$ cat src/rtl/proc_trace_buffer_if.sv
// Commit-trace capture and val/rdy drain signals of proc_trace_buffer.
// master = processor/consumer side, slave = the buffer.
interface proc_trace_buffer_if;
    logic        trace_val;
    logic [31:0] trace_addr;
    logic [31:0] trace_data;
    logic        deq_val;
    logic        deq_rdy;
    logic [31:0] deq_addr;
    logic [31:0] deq_data;
    logic [31:0] deq_cycle;

    modport master (
        output trace_val, trace_addr, trace_data, deq_rdy,
        input  deq_val, deq_addr, deq_data, deq_cycle
    );

    modport slave (
        input  trace_val, trace_addr, trace_data, deq_rdy,
        output deq_val, deq_addr, deq_data, deq_cycle
    );
endinterface

$ cat src/rtl/proc_trace_buffer.sv
// Timestamped commit-trace FIFO with first-word fall-through drain and
// sticky overflow / saturating drop counter for records lost while full.
module proc_trace_buffer #(
    parameter int unsigned DEPTH = 8
) (
    input  logic                     clk,
    input  logic                     rst,
    proc_trace_buffer_if.slave       tif,
    input  logic                     clear,
    output logic [$clog2(DEPTH):0]   count,
    output logic                     overflow,
    output logic [15:0]              drop_count
);
    localparam int unsigned AW = $clog2(DEPTH);
    localparam logic [AW:0]   FULL_CNT = (AW+1)'(DEPTH);
    localparam logic [AW:0]   CNT_ONE  = (AW+1)'(1);
    localparam logic [AW-1:0] PTR_ONE  = AW'(1);

    logic [95:0]   mem_q [DEPTH];
    logic [95:0]   mem_d [DEPTH];
    logic [AW-1:0] head_q, head_d;
    logic [AW-1:0] tail_q, tail_d;
    logic [AW:0]   count_q, count_d;
    logic [31:0]   cyc_q, cyc_d;
    logic          overflow_q, overflow_d;
    logic [15:0]   drop_count_q, drop_count_d;

    logic full, empty, deq_fire, enq_fire, drop;

    always_comb begin
        full     = (count_q == FULL_CNT);
        empty    = (count_q == '0);
        deq_fire = !empty && tif.deq_rdy;
        enq_fire = tif.trace_val && (!full || deq_fire);
        drop     = tif.trace_val && full && !deq_fire;

        mem_d  = mem_q;
        head_d = head_q;
        tail_d = tail_q;
        if (enq_fire) begin
            mem_d[tail_q] = {tif.trace_addr, tif.trace_data, cyc_q};
            tail_d        = tail_q + PTR_ONE;
        end
        if (deq_fire) begin
            head_d = head_q + PTR_ONE;
        end

        count_d = count_q;
        if (enq_fire && !deq_fire) begin
            count_d = count_q + CNT_ONE;
        end else if (deq_fire && !enq_fire) begin
            count_d = count_q - CNT_ONE;
        end

        cyc_d = cyc_q + 32'd1;

        // A drop in the same cycle as clear must leave overflow=1, drop_count=1.
        overflow_d   = overflow_q;
        drop_count_d = drop_count_q;
        if (clear) begin
            overflow_d   = 1'b0;
            drop_count_d = '0;
        end
        if (drop) begin
            overflow_d = 1'b1;
            if (drop_count_d != '1) begin
                drop_count_d = drop_count_d + 16'd1;
            end
        end
    end

    always_ff @(posedge clk) begin
        if (rst) begin
            head_q       <= '0;
            tail_q       <= '0;
            count_q      <= '0;
            cyc_q        <= '0;
            overflow_q   <= 1'b0;
            drop_count_q <= '0;
        end else begin
            mem_q        <= mem_d;
            head_q       <= head_d;
            tail_q       <= tail_d;
            count_q      <= count_d;
            cyc_q        <= cyc_d;
            overflow_q   <= overflow_d;
            drop_count_q <= drop_count_d;
        end
    end

    assign tif.deq_val   = !empty;
    assign tif.deq_addr  = mem_q[head_q][95:64];
    assign tif.deq_data  = mem_q[head_q][63:32];
    assign tif.deq_cycle = mem_q[head_q][31:0];
    assign count         = count_q;
    assign overflow      = overflow_q;
    assign drop_count    = drop_count_q;
endmodule

$ cat src/flat_wrapper.sv
// flat-port wrapper written by rule: the top's interface ports become plain ports
module proc_trace_buffer_flat 
#(
    parameter int unsigned DEPTH = 8
)
  (clk, rst, clear, count, overflow, drop_count, tif_trace_val, tif_trace_addr, tif_trace_data, tif_deq_rdy, tif_deq_val, tif_deq_addr, tif_deq_data, tif_deq_cycle);
  proc_trace_buffer_if tif_i ();
  input  logic clk;
  input  logic rst;
  input  logic clear;
  output logic [$clog2(DEPTH):0] count;
  output logic overflow;
  output logic [15:0] drop_count;
  input wire logic [$bits(tif_i.trace_val)-1:0] tif_trace_val;
  input wire logic [$bits(tif_i.trace_addr)-1:0] tif_trace_addr;
  input wire logic [$bits(tif_i.trace_data)-1:0] tif_trace_data;
  input wire logic [$bits(tif_i.deq_rdy)-1:0] tif_deq_rdy;
  output wire logic [$bits(tif_i.deq_val)-1:0] tif_deq_val;
  output wire logic [$bits(tif_i.deq_addr)-1:0] tif_deq_addr;
  output wire logic [$bits(tif_i.deq_data)-1:0] tif_deq_data;
  output wire logic [$bits(tif_i.deq_cycle)-1:0] tif_deq_cycle;
  assign tif_i.trace_val = tif_trace_val;
  assign tif_i.trace_addr = tif_trace_addr;
  assign tif_i.trace_data = tif_trace_data;
  assign tif_i.deq_rdy = tif_deq_rdy;
  assign tif_deq_val = tif_i.deq_val;
  assign tif_deq_addr = tif_i.deq_addr;
  assign tif_deq_data = tif_i.deq_data;
  assign tif_deq_cycle = tif_i.deq_cycle;
  proc_trace_buffer #(.DEPTH(DEPTH)) u_core (.clk(clk), .rst(rst), .tif(tif_i), .clear(clear), .count(count), .overflow(overflow), .drop_count(drop_count));
endmodule
$ cat config.mk
export PLATFORM = sky130hd
export DESIGN_NAME = proc_trace_buffer_flat
export DESIGN_NICKNAME = d
export VERILOG_FILES = /design/src/rtl/proc_trace_buffer_if.sv /design/src/rtl/proc_trace_buffer.sv /design/src/flat_wrapper.sv
export SDC_FILE = /design/constraint.sdc
export NUM_CORES = 1
export LEC_CHECK = 0
export BUFFER_PORTS_ARGS = -buffer_cell sky130_fd_sc_hd__buf_2
export CAP_MARGIN = 10
export CORE_MARGIN = 2
export CORE_UTILIZATION = 60
export DETAILED_ROUTE_END_ITERATION = 10
export PLACE_DENSITY_LB_ADDON = 0.15
export SYNTH_ARGS = -nofsm -noshare
export SYNTH_HDL_FRONTEND = slang
export SYNTH_SLANG_ARGS = --single-unit
$ cat constraint.sdc
create_clock -name clk -period 9.2 [get_ports clk]
set_clock_uncertainty 0.15 [all_clocks]
set_input_delay 0 -clock clk [delete_from_list [all_inputs] [get_ports clk]]
set_output_delay 0 -clock clk [all_outputs]
set_load 0.02 [all_outputs]
==> run_results.csv <==
group,metric,value,unit
detailed_routing,wl_per_cell,24.7,µm
flow_run,maxCapViolCount,0,
critical_path,startpoint,"u_core.head_q[0]",
synth,synth_area_leaders,"edfxtp_1, mux4_2, mux2_2",
layout,post-route-util,70.1,%
run_status,status,"completed",
detailed_routing,drt-total-wl,62300,µm
grt,grt_pass1_vias,15800,
die,start_util,60.6,%
worst_hold_path,min_to,"u_core.mem_q[161]",
synth,netlist_area,31800,µm²
die,die_h,234,µm
placement,hpwl,32600,µm
synth,async_flop_share,0,%
critical_path,critPathCaptureType,"output pin",
worst_hold_path,hold_depth,2,
synth,synth_warnings,0,
die,ios,187,
critical_path,crit_required,9050,ps
detailed_routing,firstDrtPassIters,5,
layout,stdcell_count,2521,
clock_network,clkTransAtPathRegs,60,ps
layout,drive_gt1_share,35.2,%
timing,rsz0062_at_grt,"false",
synth,synth_edf_count,768,
synth,ys.flop_type,"edfxtp_1",
clock_network,holdBufCountCts,70,
grt,antenna_found_initial,3,
synth,synth_most_common_cell,"edfxtp_1",
layout,nFillCells,3189,
die,dieArea,54900,µm²
critical_path,critical_path.slowest_cell,"buf_4",
placement,gp_congestion,0.799,
pwr,p_leak,0.0119,µW
timing,max_freq,235,MHz
timing,hold_viol_final,0,
pwr,power_density,256,nW/µm²
pwr,power_switching,2420,µW
clock_network,clk_latency,620,ps
pwr,clockPowerShare,34.0,%
clock_network,cts_buffer_depth,3,
grt,grtUsageTotal,23.2,%
timing,slew_headroom,24.6,%
pwr,ir_worst_vdd,0.137,mV
critical_path,r2r_start,"u_core.count[0]",
layout,fin_area,36900,µm²
clock_network,clock-root-buffer,"clkbuf_16",
pwr,swShare,25.6,%
timing,final-max-slew-violation-count,0,
synth,synth_top_area_cell,"edfxtp_1",
synth,ys_top_cells_by_count,"edfxtp_1, mux4_2, mux2_2",
detailed_routing,vias,15400,
critical_path,rr_worst_depth,6,
clock_network,htreeDepth,3,
placement,portBuffers,186,
synth,synth_xor_area_share,0.468,%
critical_path,cp-start-kind,"flip-flop",
synth,muxShareOfSynthArea,17.6,%
grt,grt_pass1_wl,94200,µm
timing,worst_slew_pin_slew,1120,ps
synth,synth_cell_types,49,
timing,finalCritPeriodShare,46.3,%
layout,area_delta_synth_final,15.8,%
synth,synth_adder_area_share,0.338,%
detailed_routing,route.detailed.drc,0,
detailed_routing,initialDrtViolationCount,1400,
die,num_rows,84,
layout,final_nets,1838,
synth,syn_inst,1474,
synth,synth-simple-area-share,2.79,%
pwr,power.share.sequential,45.3,%
synth,synth_top_family_by_area,"multiplexers",
clock_network,post_cts_buffers,0,
synth,ys_ff_latch,827,
clock_network,cts_buffers,82,
grt,grt_max_degree,75,
clock_network,cts-resized-gates,0,
die,die_w,234,µm
critical_path,worstPathMaxFanout,52,
timing,fin_tns_setup,0,ps
grt,gr-total-overflow,0,
critical_path,critPathMostFrequentCell,"buf_4",
critical_path,path_cells,"buf_4 > buf_4 > mux4_2 > mux2_2 > buf_2",
worst_hold_path,hp-start,"tif_trace_addr[1]",
clock_network,cts_sinks,827,
worst_hold_path,hold_path.class,"in -> reg",
critical_path,timing.rr.end,"u_core.mem_q[45]",
placement,dpl_cell_area,33500,µm²
critical_path,crit_arrival,4110,ps
placement,numPlacedInstances,2295,
pwr,power_frac_comb,20.6,%
synth,synth_seq_area_share,76.2,%
synth,yosysTopAreaCellShare,72.5,%
clock_network,cts_tree,"yes",
synth,syn-num-nets,1551,
synth,synth_compound_area_share,1.41,%
pwr,p_int,7030,µW
detailed_routing,drtAntennaViolNets,0,
critical_path,path_class,"reg -> out",
critical_path,reg2reg_slack,5620,ps
detailed_routing,vias_per_cell,6.09,
critical_path,slowest_delay,850,ps
die,coreArea,52600,µm²
timing,finalSetupViolations,0,
timing,post-route-min-period,4260,ps
synth,syn_area_per_cell,21.6,µm²
## flip-flops by register name (all words and copies together), names as in the netlist
register	cells
u_core.count	4
u_core.cyc_q	32
u_core.drop_count	16
u_core.head_q	3
u_core.mem_q	768
u_core.overflow	1
u_core.tail_q	3
## metrics by stage
step           hold slack (ps)  setup slack, ps  power, µW
3_3_place_gp               115             5440       6300
5_1_grt                   51.0             4550       9820
2_1_floorplan            -51.1              517       5810
3_5_place_dp               122             5440       6320
4_1_cts                   14.3             4760       9560
6_report                  41.3             4940       9450
## power groups by stage
stage | Sequential [µW] | Combinational [µW] | Clock (µW)
3_5_place_dp | 4360 | 1960 | 0
6_report | 4280 | 1950 | 3220
2_1_floorplan | 4320 | 1490 | 0
3_3_place_gp | 4360 | 1940 | 0
4_1_cts | 4290 | 1990 | 3280
5_1_grt | 4300 | 2100 | 3430
## how the worst max path moves through the flow
stage                        end  cells after the start
3_3_place_gp    tif_deq_data[18]                      5
4_1_cts         tif_deq_addr[17]                      5
6_report        tif_deq_addr[17]                      5
5_1_grt         tif_deq_addr[19]                      5
2_1_floorplan  u_core.mem_q[576]                      4
3_5_place_dp    tif_deq_data[18]                      5
## worst max-delay path: cells and delay by family, from the launching register on
| family | cells | cell delay (ps) |
|---|---|---|
| buffers and inverters | 3 | 1870 |
| muxes | 2 | 930 |
| DFF | 1 | 590 |
## logic make-up (layout without fill, tap and decap cells)
group,after synthesis,count (layout)
DFF,827,827
muxes,306,306
and+or+nand+nor,159,159
buffers and inverters,89,445
AOI/OAI and AO/OA,68,68
xor gates and xnor gates,17,17
adders and majority gates,8,8
other,0,3
## cells in the final DEF (no fill, tap or decap), types with 6 or more instances in the layout
cell type	n
xor2_1	14
clkinv_1	17
edfxtp_1	768
clkbuf_8	8
dlygate4sd3_1	70
ha_1	7
buf_2	186
nor2_4	6
inv_1	10
nor2b_1	8
mux4_2	192
nor2_1	31
o31ai_1	16
clkinv_2	12
or4_1	18
mux2i_1	7
dfxtp_1	56
or3_1	8
nand2b_1	6
clkbuf_16	87
buf_4	25
nand4_1	11
nand3_1	14
mux2_2	107
clkbuf_1	21
nand2_1	24
a21oi_1	31
## area by class of cell
type	instances	area, µm²	area share (%)
clock buffers	116	2370	6.42
multi-input cells	558	7250	19.7
diodes	3	7.51	0.0204
clock inverters	37	255	0.693
flip-flops and latches	827	24300	65.8
repair buffers	281	1820	4.94
inverters	11	41.3	0.112
well taps	688	861	2.34
## layer usage
metal / vias to the layer above / GRT usage (%) / wire length, µm
met3: 74 / 4.05 / 3640
met5: - / 0 / 28
met2: 437 / 37.7 / 31100
li1: 6740 / - / -
met4: 4 / 6.82 / 1030
met1: 8107 / 32.8 / 26600
Power figures use the tool's default switching activity.
